### src/rtl/gate_array_pkg.sv
// Purpose : shared mode encodings and the combinational gate function for gate_array_delayed.
// Latency : n/a (package; gate_eval is purely combinational).
// Backpr. : n/a.
package gate_array_pkg;

  localparam logic [2:0] MODE_AND  = 3'd0;
  localparam logic [2:0] MODE_NAND = 3'd1;
  localparam logic [2:0] MODE_OR   = 3'd2;
  localparam logic [2:0] MODE_NOR  = 3'd3;
  localparam logic [2:0] MODE_XOR  = 3'd4;
  localparam logic [2:0] MODE_XNOR = 3'd5;

  // Widest gate gate_eval can reduce; callers zero-extend their input vector
  // to this width and pass the real input count.
  localparam int GATE_MAX_INPUTS = 32;

  // Evaluate one gate over the low n_inputs bits of vec. Reserved modes 6/7
  // fall through to AND.
  function automatic logic gate_eval(input logic [2:0]                 mode,
                                     input logic [GATE_MAX_INPUTS-1:0] vec,
                                     input int                         n_inputs);
    logic v_and;
    logic v_or;
    logic v_xor;
    logic res;
    v_and = 1'b1;
    v_or  = 1'b0;
    v_xor = 1'b0;
    for (int k = 0; k < GATE_MAX_INPUTS; k++) begin
      if (k < n_inputs) begin
        v_and = v_and & vec[k];
        v_or  = v_or  | vec[k];
        v_xor = v_xor ^ vec[k];
      end
    end
    case (mode)
      MODE_NAND: res = ~v_and;
      MODE_OR:   res = v_or;
      MODE_NOR:  res = ~v_or;
      MODE_XOR:  res = v_xor;
      MODE_XNOR: res = ~v_xor;
      default:   res = v_and;
    endcase
    return res;
  endfunction

endpackage

### src/rtl/gate_delay_channel.sv
// Purpose : one gate channel: evaluate f, delay it (transport shift register, or an
//           inertial filter when GATE_ARRAY_INERTIAL_EN is defined), flag output changes.
// Latency : f sampled at edge t reaches o_y after edge t+DELAY_CYCLES-1.
// Backpr. : none; a new sample is taken every clock.
// Ports   : clk, reset_n (async active-low); i_mode/i_a gate function and inputs;
//           i_valid_nxt = y_valid will be high after this edge; o_y delayed output;
//           o_edge_pulse one-cycle flag in the cycle o_y takes a new value.
module gate_delay_channel
  import gate_array_pkg::*;
#(
  parameter int INPUTS       = 4,
  parameter int DELAY_CYCLES = 2
) (
  input  logic              clk,
  input  logic              reset_n,
  input  logic [2:0]        i_mode,
  input  logic [INPUTS-1:0] i_a,
  input  logic              i_valid_nxt,
  output logic              o_y,
  output logic              o_edge_pulse
);

  logic w_f;
  logic w_y_cur;
  logic w_y_nxt;
  logic r_edge;

  assign w_f = gate_eval(i_mode, GATE_MAX_INPUTS'(i_a), INPUTS);

`ifdef GATE_ARRAY_INERTIAL_EN
  localparam int CW = $clog2(DELAY_CYCLES) + 1;

  logic [CW-1:0] r_cnt;
  logic [CW-1:0] w_cnt_nxt;
  logic          r_y;

  // The counter measures how many consecutive edges f has disagreed with y;
  // any agreement restarts it, so only a level held DELAY_CYCLES edges lands.
  always_comb begin
    w_cnt_nxt = r_cnt;
    w_y_nxt   = r_y;
    if (w_f == r_y) begin
      w_cnt_nxt = '0;
    end else if (r_cnt == CW'(DELAY_CYCLES - 1)) begin
      w_y_nxt   = w_f;
      w_cnt_nxt = '0;
    end else begin
      w_cnt_nxt = r_cnt + CW'(1);
    end
  end

  always_ff @(posedge clk or negedge reset_n) begin
    if (!reset_n) begin
      r_cnt <= '0;
      r_y   <= 1'b0;
    end else begin
      r_cnt <= w_cnt_nxt;
      r_y   <= w_y_nxt;
    end
  end

  assign w_y_cur = r_y;
`else
  logic [DELAY_CYCLES-1:0] r_stage;
  logic [DELAY_CYCLES-1:0] w_stage_nxt;

  always_comb begin
    w_stage_nxt    = '0;
    w_stage_nxt[0] = w_f;
    for (int k = 1; k < DELAY_CYCLES; k++) begin
      w_stage_nxt[k] = r_stage[k-1];
    end
  end

  always_ff @(posedge clk or negedge reset_n) begin
    if (!reset_n) begin
      r_stage <= '0;
    end else begin
      r_stage <= w_stage_nxt;
    end
  end

  assign w_y_cur = r_stage[DELAY_CYCLES-1];
  assign w_y_nxt = w_stage_nxt[DELAY_CYCLES-1];
`endif

  // Computed from the next y value so the pulse lands in the same cycle as the change.
  always_ff @(posedge clk or negedge reset_n) begin
    if (!reset_n) begin
      r_edge <= 1'b0;
    end else begin
      r_edge <= (w_y_nxt != w_y_cur) & i_valid_nxt;
    end
  end

  assign o_y          = w_y_cur;
  assign o_edge_pulse = r_edge;

endmodule

### src/rtl/gate_array_delayed.sv
// Purpose : CHANNELS independent INPUTS-input gates with run-time mode and a clocked
//           propagation delay; inertial filtering when GATE_ARRAY_INERTIAL_EN is defined.
// Latency : a/mode sampled at edge t appear on y after edge t+DELAY_CYCLES-1.
// Backpr. : none; inputs are sampled every clock.
// Ports   : clk, reset_n (async active-low); mode[2:0] 0 AND,1 NAND,2 OR,3 NOR,4 XOR,
//           5 XNOR, 6/7 AND; a channel i = a[i*INPUTS +: INPUTS]; y delayed outputs;
//           y_valid high from the DELAY_CYCLES-th edge after reset; edge_pulse per channel.
module gate_array_delayed
  import gate_array_pkg::*;
#(
  parameter int CHANNELS     = 2,
  parameter int INPUTS       = 4,
  parameter int DELAY_CYCLES = 2
) (
  input  logic                       clk,
  input  logic                       reset_n,
  input  logic [2:0]                 mode,
  input  logic [CHANNELS*INPUTS-1:0] a,
  output logic [CHANNELS-1:0]        y,
  output logic                       y_valid,
  output logic [CHANNELS-1:0]        edge_pulse
);

  localparam int VW = $clog2(DELAY_CYCLES + 1);

  logic [VW-1:0] r_vcnt;
  logic [VW-1:0] w_vcnt_nxt;
  logic          w_valid_nxt;

  // Saturating count of edges since reset release.
  always_comb begin
    w_vcnt_nxt = r_vcnt;
    if (r_vcnt != VW'(DELAY_CYCLES)) begin
      w_vcnt_nxt = r_vcnt + VW'(1);
    end
  end

  assign w_valid_nxt = (w_vcnt_nxt == VW'(DELAY_CYCLES));

  always_ff @(posedge clk or negedge reset_n) begin
    if (!reset_n) begin
      r_vcnt <= '0;
    end else begin
      r_vcnt <= w_vcnt_nxt;
    end
  end

  assign y_valid = (r_vcnt == VW'(DELAY_CYCLES));

  for (genvar gi = 0; gi < CHANNELS; gi++) begin : g_chan
    gate_delay_channel #(
      .INPUTS       (INPUTS),
      .DELAY_CYCLES (DELAY_CYCLES)
    ) u_chan (
      .clk          (clk),
      .reset_n      (reset_n),
      .i_mode       (mode),
      .i_a          (a[gi*INPUTS +: INPUTS]),
      .i_valid_nxt  (w_valid_nxt),
      .o_y          (y[gi]),
      .o_edge_pulse (edge_pulse[gi])
    );
  end

endmodule

### config.mk
export PLATFORM = sky130hd
export DESIGN_NAME = gate_array_delayed
export DESIGN_NICKNAME = d
export VERILOG_FILES = /design/src/rtl/gate_array_pkg.sv /design/src/rtl/gate_delay_channel.sv /design/src/rtl/gate_array_delayed.sv
export SDC_FILE = /design/constraint.sdc
export NUM_CORES = 1
export LEC_CHECK = 0
export ABC_AREA = 0
export CAP_MARGIN = 20
export CORE_AREA = 2 2 40 42
export DETAILED_ROUTE_END_ITERATION = 16
export DIE_AREA = 0 0 42 44
export PLACE_DENSITY = 0.71
export SETUP_SLACK_MARGIN = 0.02
export SLEW_MARGIN = 20
export SYNTH_ARGS = -nofsm -noshare
export SYNTH_HDL_FRONTEND = slang
export SYNTH_HIERARCHICAL = 1
export SYNTH_SLANG_ARGS = --single-unit
### constraint.sdc
create_clock -name clk -period 0.86 [get_ports clk]
set_input_delay 0.172 -clock clk [delete_from_list [all_inputs] [get_ports clk]]
set_output_delay 0.172 -clock clk [all_outputs]
set_load 0.005 [all_outputs]
==> results.cfg <==
[synth]
synth-simple-area-share_pct = 8.67
synthTopCellsByCount = dfrtp_1 (8), ha_1 (6), inv_1 (6), xnor2_1 (6), xor2_1 (6)
synth_top_family_by_area = XOR/XNOR gates
yosysSeqAreaShare_pct = 40.8
netlist_area_um2 = 490
yosysTopAreaCell = dfrtp_1
synth_edf_count = 0
syn_avg_cell_area_um2 = 12.3
synth_mux_area_share_pct = 9.18
synth_ff_type = dfrtp_1
ys_seq_elements = 8
synth_area_leaders = dfrtp_1 (41%), ha_1 (15%), xnor2_1 (11%)
synth_most_common_cell = dfrtp_1
async_flop_share_pct = 100
synth_compound_area_share_pct = 0
synthCells = 40
synth-adder-area-share_pct = 15.3
synth_warnings = 6
synthesis.nets = 59
synth_cell_type_count = 9
synth_xor_area_share_pct = 21.4
yosysTopAreaCellShare_pct = 40.8

[floorplan]
dieWidth_um = 42
core-area_um2 = 1420
floorplan.initialDensity_pct = 34.6
die_h_um = 44
rows = 14
fp.dieArea_um2 = 1850
ioPinCount = 18

[cells_and_area]
nFillCells = 124
diodes = 0
fin_nets = 87
final_design_area_no_fill_um2 = 866
drive_above_1_share_pct = 56.1
fin_cells = 82
synthToLayoutAreaGrowth_pct = 76.5

[setup_path]
r2r_slack_ns = -0.21
cpPeakStageDelay_ns = 0.44
crit_family = multiplexers
path_buf_inv = 2
start_kind = input port
r2r_start = r_vcnt[1]
required_ns = 0.98
crit_chain = buf_12 > inv_12 > ha_4 > xor2_2 > xnor2_1 > mux4_2
cp-end-kind = flip-flop
worstSetupPathType = input port to flip-flop
setup.worst_path.start = a[1]
worstPathArrival_ns = 1.22
slowest_stage = mux4_2
cp_max_fo = 2

[sta]
finalWorstSetupSlack_ns = -0.241
min_period_ns = 1.10
finalCritPeriodShare_pct = 128
finalSetupViolCount = 10
slew_viol_final = 0
max_freq_mhz = 908
slew_headroom_pct = 76.5
finalHoldViolations = 0
rsz0062_at_grt = true
finClkSkew_ns = 0.00235
worst_pin_slew_ns = 0.351

[placement]
placed_area_um2 = 768
post-dp-hpwl_um = 608
place_inst = 78
port_buffers = 17
place_congestion = 0.641

[clocking]
clock-sinks = 8
cts-root-buf = clkbuf_4
htreeDepth = 1
cts_tree = done
insertion_delay_ns = 0.25
clock_path_buffers = 2
postCtsHoldBufs = 0
cts-buffers-inserted = 3
clkTransAtPathRegs_ns = 0.05

[detailed_routing]
drt_iter0_drc = 0
via_per_inst = 4.61
wl_per_cell_um = 9.56
num_vias = 378
antenna_left = 0
first_pass_iters = 1
drt_wl_total_um = 784
drcViolationCount = 0

[power]
worst_ir_drop_vdd_mv = 0.538
total_power_uw = 1090
power_leakage_uw = 0.000394
powerDensity_nw_per_um2 = 1260

[flow_run]
maxCapViolCount = 0

[global_routing]
grt_pass1_vias = 386
grt_pass1_wl_um = 1490
grt_usage_pct = 11.4
grt_antenna_before_repair = 0
grt_max_degree = 9
gr-total-overflow = 0

[worst_hold_path]
hp-class = input port to asynchronous set/reset pin

[outcome]
status = finished with violations
violations = setup timing
==> what timing repair did <==
item | 4_1_cts | 5_1_grt
setup endpoints to repair | 10 | 11
pin swaps | 9 | 3
buffers inserted | 2 | 1
gates resized for setup | 64 | 7
==> area by class of cell <==
class	instances	area, µm²	area share, %
sequential	8	200	23.1
inverter	6	52.6	6.07
multi-input combinational	26	353	40.8
tap	16	20.0	2.31
timing repair buffer	23	218	25.1
clock buffer	3	22.5	2.60
==> through the flow <==
step / setup WS, ns / hold WS, ns / setup TNS [ns] / utilization, %
2_1_floorplan: -0.388 / -0.124 / -0.829 / -
3_3_place_gp: -1.10 / 0.376 / -3.40 / 54.1
3_5_place_dp: -1.10 / 0.384 / -3.50 / 54.1
4_1_cts: -0.242 / 0.193 / -1.39 / 59.2
5_1_grt: -0.277 / 0.203 / -1.68 / 61.0
6_report: -0.241 / 0.196 / -1.34 / 61.0
==> layout by cell type, fill, tap and decap left out, drive strengths merged <==
cell type	count
buf	15
dfrtp	8
xnor2	6
ha	6
xor2	6
inv	6
dlygate4sd2	5
clkbuf	3
and3	2
nor3b	2
mux4	2
clkdlybuf4s50	2
and2	2
dlymetal6s2s	1
==> registers in the layout (all words and copies together), names as in the netlist <==
name	flops
g_chan.u_chan/r_stage	4
r_vcnt	2
g_chan.u_chan/o_edge_pulse	2
==> routing by layer <==
metal	track usage [%]	vias up	part of all wire, %
met1	9.71	174	36
met4	9.68	0	2.7
li1	-	182	-
met2	21.9	18	54
met5	0	-	0
met3	2.92	4	7.9
==> where the power goes <==
part | internal (µW) | switching (µW) | total (µW)
registers | 437 | 21.0 | 458
clock network | 159 | 116 | 275
logic | 228 | 128 | 356
==> worst register-to-register path: stages (launching register included) <==
cell,delay [ns]
dfrtp_1,0.41
buf_4,0.15
inv_2,0.06
ha_4,0.20
and2_4,0.14
==> cells by family (layout without fill, tap and decap cells) <==
logic type	Yosys count	count (layout)
xor gates and xnor gates	12	12
adders and majority gates	6	6
buffers and inverters	6	32
DFF	8	8
muxes	2	2
and+or+nand+nor	6	6
==> path summary, 6_finish.rpt <==
path                       depth (start not counted)                            end
min                                                1  g_chan[1].u_chan/o_edge_pulse
max reg2reg                                        4  g_chan[0].u_chan/o_edge_pulse
min reg2reg                                        0    g_chan[0].u_chan/r_stage[1]
min in group clk                                   2    g_chan[1].u_chan/r_stage[0]
max                                                6    g_chan[0].u_chan/r_stage[0]
max in group asynchronous                          1                      r_vcnt[1]
Power figures use the tool's default switching activity.
